`config.mk`:
```
export PLATFORM = sky130hd
export DESIGN_NAME = coin_accumulator_flat
export DESIGN_NICKNAME = d
export VERILOG_FILES = /design/src/rtl/seller_pkg.sv /design/src/rtl/coin_accumulator_if.sv /design/src/rtl/coin_filter.sv /design/src/rtl/coin_accumulator.sv /design/src/flat_wrapper.sv
export SDC_FILE = /design/constraint.sdc
export NUM_CORES = 1
export LEC_CHECK = 0
export CAP_MARGIN = 40
export CORE_AREA = 4 4 51 62
export DETAILED_ROUTE_END_ITERATION = 7
export DIE_AREA = 0 0 55 66
export GPL_TIMING_DRIVEN = 0
export PLACE_DENSITY = 0.74
export REMOVE_ABC_BUFFERS = 1
export SYNTH_ARGS = -nofsm -noshare
export SYNTH_HDL_FRONTEND = slang
export SYNTH_SLANG_ARGS = --single-unit
```
`constraint.sdc`:
```
create_clock -name clk -period 1.7 [get_ports clk]
set_input_delay 0.34 -clock clk [delete_from_list [all_inputs] [get_ports clk]]
set_output_delay 0.34 -clock clk [all_outputs]
set_load 0.01 [all_outputs]
```
`src/rtl/seller_pkg.sv`:
```
// rtl/seller_pkg.sv - money units and prices shared by the coin accumulator and the seller controller
package seller_pkg;

    localparam int MONEY_W       = 8;
    localparam int RMB1_UNITS    = 2;
    localparam int RMB10_UNITS   = 20;
    localparam int PRICE25_UNITS = 5;
    localparam int PRICE5_UNITS  = 10;

endpackage

```
`src/rtl/coin_accumulator_if.sv`:
```
// rtl/coin_accumulator_if.sv - coin buttons, controller strobes and credit outputs of the accumulator
interface coin_accumulator_if;
    import seller_pkg::*;

    logic               rmb1;
    logic               rmb10;
    logic               accurst;
    logic               acculock;
    logic [MONEY_W-1:0] money;
    logic               coin_evt;
    logic               overflow;

    modport master (
        output rmb1, rmb10, accurst, acculock,
        input  money, coin_evt, overflow
    );

    modport slave (
        input  rmb1, rmb10, accurst, acculock,
        output money, coin_evt, overflow
    );

endinterface

```
`src/rtl/coin_filter.sv`:
```
// rtl/coin_filter.sv - per-button sync, optional debounce (ACCU_DEBOUNCE_EN), arming and rise pulse
module coin_filter
`ifdef ACCU_DEBOUNCE_EN
#(
    parameter int DEBOUNCE_CYCLES = 50000,
    parameter int DB_CNT_W        = 16
)
`endif
(
    input  logic clk,
    input  logic rst_n,
    input  logic btn_i,
    output logic rise_o
);

    logic [1:0] sync_q;
    logic [1:0] vld_q;
    logic       f_q;
    logic       fd_q;
    logic       armed_q;
    logic       s;

    assign s = sync_q[1];

`ifdef ACCU_DEBOUNCE_EN
    logic [DB_CNT_W-1:0] cnt_q;
`endif

    always_ff @(posedge clk or negedge rst_n) begin
        if (!rst_n) begin
            sync_q  <= '0;
            vld_q   <= '0;
            f_q     <= 1'b0;
            fd_q    <= 1'b0;
            armed_q <= 1'b0;
`ifdef ACCU_DEBOUNCE_EN
            cnt_q   <= '0;
`endif
        end else begin
            sync_q <= {sync_q[0], btn_i};
            vld_q  <= {vld_q[0], 1'b1};
            fd_q   <= f_q;
            // Reset zeros in the sync chain are not proof the button was released.
            if (vld_q[1] && !s && !f_q) begin
                armed_q <= 1'b1;
            end
`ifdef ACCU_DEBOUNCE_EN
            if (s != f_q) begin
                if (cnt_q == DB_CNT_W'(DEBOUNCE_CYCLES - 1)) begin
                    f_q   <= s;
                    cnt_q <= '0;
                end else begin
                    cnt_q <= cnt_q + 1'b1;
                end
            end else begin
                cnt_q <= '0;
            end
`else
            f_q <= s;
`endif
        end
    end

    assign rise_o = f_q & ~fd_q & armed_q;

endmodule

```
`src/rtl/coin_accumulator.sv`:
```
// rtl/coin_accumulator.sv - saturating coin credit total; ACCU_DEBOUNCE_EN enables button debouncing
module coin_accumulator
    import seller_pkg::*;
#(
    parameter int MONEY_MAX       = 255
`ifdef ACCU_DEBOUNCE_EN
   ,parameter int DEBOUNCE_CYCLES = 50000,
    parameter int DB_CNT_W        = 16
`endif
)
(
    input  logic              clk,
    input  logic              rst_n,
    coin_accumulator_if.slave bus
);

    localparam int SUM_W = MONEY_W + 2;

    logic               rise1;
    logic               rise10;
    logic [MONEY_W-1:0] money_q, money_d;
    logic               evt_q, evt_d;
    logic               ovf_q, ovf_d;
    logic [SUM_W-1:0]   add_w;
    logic [SUM_W-1:0]   sum_w;

`ifdef ACCU_DEBOUNCE_EN
    coin_filter #(.DEBOUNCE_CYCLES(DEBOUNCE_CYCLES), .DB_CNT_W(DB_CNT_W))
        u_f1  (.clk(clk), .rst_n(rst_n), .btn_i(bus.rmb1),  .rise_o(rise1));
    coin_filter #(.DEBOUNCE_CYCLES(DEBOUNCE_CYCLES), .DB_CNT_W(DB_CNT_W))
        u_f10 (.clk(clk), .rst_n(rst_n), .btn_i(bus.rmb10), .rise_o(rise10));
`else
    coin_filter u_f1  (.clk(clk), .rst_n(rst_n), .btn_i(bus.rmb1),  .rise_o(rise1));
    coin_filter u_f10 (.clk(clk), .rst_n(rst_n), .btn_i(bus.rmb10), .rise_o(rise10));
`endif

    assign add_w = (rise1  ? SUM_W'(RMB1_UNITS)  : '0)
                 + (rise10 ? SUM_W'(RMB10_UNITS) : '0);
    assign sum_w = {2'b00, money_q} + add_w;

    // Edges seen during clear or lock are dropped; the rise pulse is one cycle so nothing is queued.
    always_comb begin
        money_d = money_q;
        evt_d   = 1'b0;
        ovf_d   = ovf_q;
        if (bus.accurst) begin
            money_d = '0;
            ovf_d   = 1'b0;
        end else if (!bus.acculock && add_w != '0) begin
            evt_d = 1'b1;
            if (sum_w > SUM_W'(MONEY_MAX)) begin
                money_d = MONEY_W'(MONEY_MAX);
                ovf_d   = 1'b1;
            end else begin
                money_d = sum_w[MONEY_W-1:0];
            end
        end
    end

    always_ff @(posedge clk or negedge rst_n) begin
        if (!rst_n) begin
            money_q <= '0;
            evt_q   <= 1'b0;
            ovf_q   <= 1'b0;
        end else begin
            money_q <= money_d;
            evt_q   <= evt_d;
            ovf_q   <= ovf_d;
        end
    end

    assign bus.money    = money_q;
    assign bus.coin_evt = evt_q;
    assign bus.overflow = ovf_q;

endmodule

```
`src/flat_wrapper.sv`:
```
// flat-port wrapper written by rule: the top's interface ports become plain ports
module coin_accumulator_flat import seller_pkg::*;
#(
    parameter int MONEY_MAX       = 255

)
  (clk, rst_n, bus_rmb1, bus_rmb10, bus_accurst, bus_acculock, bus_money, bus_coin_evt, bus_overflow);
  coin_accumulator_if bus_i ();
  input  logic clk;
  input  logic rst_n;
  input wire logic [$bits(bus_i.rmb1)-1:0] bus_rmb1;
  input wire logic [$bits(bus_i.rmb10)-1:0] bus_rmb10;
  input wire logic [$bits(bus_i.accurst)-1:0] bus_accurst;
  input wire logic [$bits(bus_i.acculock)-1:0] bus_acculock;
  output wire logic [$bits(bus_i.money)-1:0] bus_money;
  output wire logic [$bits(bus_i.coin_evt)-1:0] bus_coin_evt;
  output wire logic [$bits(bus_i.overflow)-1:0] bus_overflow;
  assign bus_i.rmb1 = bus_rmb1;
  assign bus_i.rmb10 = bus_rmb10;
  assign bus_i.accurst = bus_accurst;
  assign bus_i.acculock = bus_acculock;
  assign bus_money = bus_i.money;
  assign bus_coin_evt = bus_i.coin_evt;
  assign bus_overflow = bus_i.overflow;
  coin_accumulator #(.MONEY_MAX(MONEY_MAX)) u_core (.clk(clk), .rst_n(rst_n), .bus(bus_i));
endmodule
```
==> results.tsv <==
stage	metric	value	unit
run_status	status	complete, but fails checks	
run_status	violations	setup timing	
route	top_layer_used	met4	
logic_synthesis	synthArstFlopShare	100.0	%
placement	gp_congestion	0.8609	
cts	clockBufferDepth	2	
floorplan	fp.coreArea	0.002527	mm^2
setup_path	reg2reg_from	u_core.u_f1.armed_q$_DFFE_PN0P_	
timing	setup_ws	-0.06190	ns
timing	clock_skew	0.006937	ns
power	p_seq_share	58.8	%
global_routing	grt_pass1_vias	913	
timing	fin_crit	1.762	ns
setup_path	cp_top_family	compound AO/OA/AOI/OAI gates	
placement	dp_hpwl	1591	um
logic_synthesis	yosysTopAreaCellShare	50.06	%
floorplan	die_w	55	um
route	drt_iter0_markers	17	
route	wl_met3	104	um
setup_path	path_buf_inv	0	
route	dr.pass1.iters	4	
final_layout	area_growth	30.38	%
floorplan	die-area	0.003630	mm^2
cts	clk_latency	0.30	ns
placement	place_area	0.001300	mm^2
power	pwr-share-comb	11.9	%
route	detail_route.vias_per_cell	5.595	
timing	fmax	567.6	MHz
setup_path	critical_path_required	1.86	ns
setup_path	path_cells	and3b_2 > ha_4 > and4b_1 > o211a_1 > o21ai_4 > a41oi_2	
route	wl_per_cell	14.45	um
logic_synthesis	yosysWarnings	0	
logic_synthesis	netlist_top_cells_area	dfrtp_1 (50%), a21oi_1 (3.6%), nand4b_1 (2.4%)	
setup_path	critPathMaxFanout	6	
route	drc	0	
global_routing	antenna_found_initial	0	
final_layout	fin_nets	134	
final_layout	fin_area	0.001434	mm^2
floorplan	start_util	43.51	%
route	wl_met1	952	um
setup_path	r2r-end	u_core.bus.money[4]$_DFFE_PN0P_	
placement	preCtsSetupSlack	-0.2741	ns
setup_path	max_stage_delay	0.39	ns
setup_path	slowest_stage	dfrtp_1	
timing	slew_violations	0	
power	p_leak	0.5932	nW
job	drv_cap	0	
global_routing	grt_usage	14.49	%
cts	htreeDepth	1	
floorplan	die_h	66	um
logic_synthesis	synthDistinctLibCells	38	
floorplan	placementRows	20	
power	switching_share	23.26	%
logic_synthesis	synth_edf_count	0	
final_layout	diodes	0	
route	ant_nets	0	
cts	numCtsBuffers	3	
global_routing	gr-total-overflow	0	
logic_synthesis	netlist_instances	100	
power	switching_power	0.2216	mW
setup_path	crit_arrival	1.93	ns
route	vias	884	
final_layout	drive_gt1_share	24.80	%
logic_synthesis	syn-mean-instance-area	11.00	um^2
power	peakVddDrop	0.5544	mV
timing	hold_violations	0	
logic_synthesis	synth-seq-cells	22	
logic_synthesis	synth_ff_type	dfrtp_1	
cts	cts_tree	done	
logic_synthesis	synth_largest_area_cell	dfrtp_1	
setup_path	start_kind	register	
setup_path	r2r_slack	-0.06	ns
setup_path	worst-setup-path-type	reg -> reg	
setup_path	ff2ff_path_depth	6	
timing	setup_tns	-0.3505	ns
placement	portBuffers	15	
timing	rsz0062_at_grt	true	
cts	clock-sinks	22	
global_routing	grt_max_degree	20	
power	total_power	0.9529	mW
route	wl_met2	1184	um
global_routing	grt_pass1_wl	3884	um
power	clkPwrFrac	29.3	%
cts	clockRootBuffer	clkbuf_4	
timing	finalSetupViolCount	9	
logic_synthesis	synth-seq-area-share	50.06	%
worst_hold_path	hp-class	in -> async	
cts	cts.clk_slew.worst_paths	0.12	ns
logic_synthesis	synth_area	0.001100	mm^2
timing	post-route-period-util	103.6	%
route	wl	2283	um
power	p_per_area	664.5	mW/mm^2
floorplan	io_pins	16	
setup_path	critPathCaptureType	register	
power	power.internal	0.7313	mW
-- metrics by stage --
step           util (%)  std cells  hold WS, ns
2_1_floorplan         -         96      0.04441
3_3_place_gp      50.35        144       0.3329
3_5_place_dp      51.44        145       0.3412
4_1_cts           55.05        153       0.2836
5_1_grt           56.73        158       0.2741
6_report          56.73        158       0.2910
-- power groups by stage --
| stage | clock network (mW) | registers (mW) | logic, mW |
|---|---|---|---|
| final | 0.279 | 0.560 | 0.113 |
| after global routing | 0.317 | 0.563 | 0.125 |
| after CTS | 0.288 | 0.560 | 0.113 |
| after detailed placement | 0 | 0.570 | 0.103 |
| after global placement | 0 | 0.569 | 0.0934 |
| after floorplan | 0 | 0.568 | 0.0453 |
-- cells by family after synthesis --
kind of cell	count (synthesis)	share of synthesized area, %
buffers and inverters	9	3.412
DFF	22	50.06
muxes	2	1.820
and+or+nand+nor	35	21.62
adders and majority gates	2	2.275
AOI/OAI and AO/OA	27	18.89
other	1	0.3410
xor gates and xnor gates	2	1.593
-- per-layer routing --
layer / up-vias / global-route usage [%]
met3: 4 / 2.032
met1: 436 / 17.05
met2: 25 / 25.15
met5: - / 0
li1: 419 / -
met4: 0 / 6.383
-- placed cells by master, fill, tap and decap left out, types with 3 or more instances in the layout --
cell type        synthesis  routed
nor2_1                   3       3
clkdlybuf4s50_1          0      14
nand3_1                  3       3
clkbuf_4                 0       3
nand4b_1                 3       3
dfrtp_2                  0       3
a31oi_1                  3       3
a21oi_1                  8       8
o211ai_1                 3       3
o21ai_0                  3       3
buf_4                    0       9
dfrtp_1                 22      19
nand2_1                  6       6
inv_1                    5       5
nand4_1                  3       3
-- timing repair --
item	CTS	global route
hold buffers	0	0
gates cloned	0	0
gates resized for setup	8	2
pin swaps	3	3
setup buffers	4	5
setup endpoints to repair	12	12
-- flip-flops by register name, indices dropped and copies added (netlist names) --
name	count
u_core.u_f10.armed_q	1
u_core.u_f10.fd_q	1
u_core.u_f1.sync_q	2
u_core.u_f1.armed_q	1
u_core.u_f10.f_q	1
u_core.u_f1.f_q	1
u_core.bus.overflow	1
u_core.u_f10.sync_q	2
u_core.u_f1.fd_q	1
u_core.u_f1.vld_q	2
u_core.bus.money	8
u_core.bus.coin_evt	1
-- layout make-up --
class | instances | area, um^2
fill | 208 | 1094
sequential | 22 | 554.3
multi-input combinational | 69 | 539.3
timing repair buffer | 25 | 244.0
tap | 33 | 41.29
clock buffer | 4 | 36.28
inverter | 5 | 18.77
-- worst max path at each step --
stage / start / to / slack, ns / cells after the start
2_1_floorplan: u_core.u_f1.fd_q$_DFF_PN0_ / u_core.bus.money[3]$_DFFE_PN0P_ / -0.02 / 7
3_3_place_gp: u_core.u_f1.fd_q$_DFF_PN0_ / u_core.bus.money[3]$_DFFE_PN0P_ / -0.24 / 7
3_5_place_dp: u_core.u_f1.fd_q$_DFF_PN0_ / u_core.bus.money[3]$_DFFE_PN0P_ / -0.27 / 7
4_1_cts: u_core.u_f1.armed_q$_DFFE_PN0P_ / u_core.bus.money[4]$_DFFE_PN0P_ / -0.07 / 6
5_1_grt: u_core.u_f1.fd_q$_DFF_PN0_ / u_core.bus.money[3]$_DFFE_PN0P_ / -0.12 / 7
6_report: u_core.u_f1.armed_q$_DFFE_PN0P_ / u_core.bus.money[4]$_DFFE_PN0P_ / -0.06 / 6
-- cell usage after synthesis (2+ instances only) --
| cell | count |
|---|---|
| a21oi_1 | 8 |
| nand4_1 | 3 |
| o211ai_1 | 3 |
| a31oi_1 | 3 |
| a21o_2 | 2 |
| o21ai_0 | 3 |
| buf_2 | 3 |
| nor2_1 | 3 |
| nand3_1 | 3 |
| and4b_1 | 2 |
| nand2_1 | 6 |
| nor2b_1 | 2 |
| dfrtp_1 | 22 |
| mux2i_1 | 2 |
| nand4b_1 | 3 |
| inv_1 | 5 |
| ha_1 | 2 |
| nor3_1 | 2 |
| nand3b_1 | 2 |
| o211a_1 | 2 |
| xnor2_1 | 2 |
(Power assumes the default switching activity.)
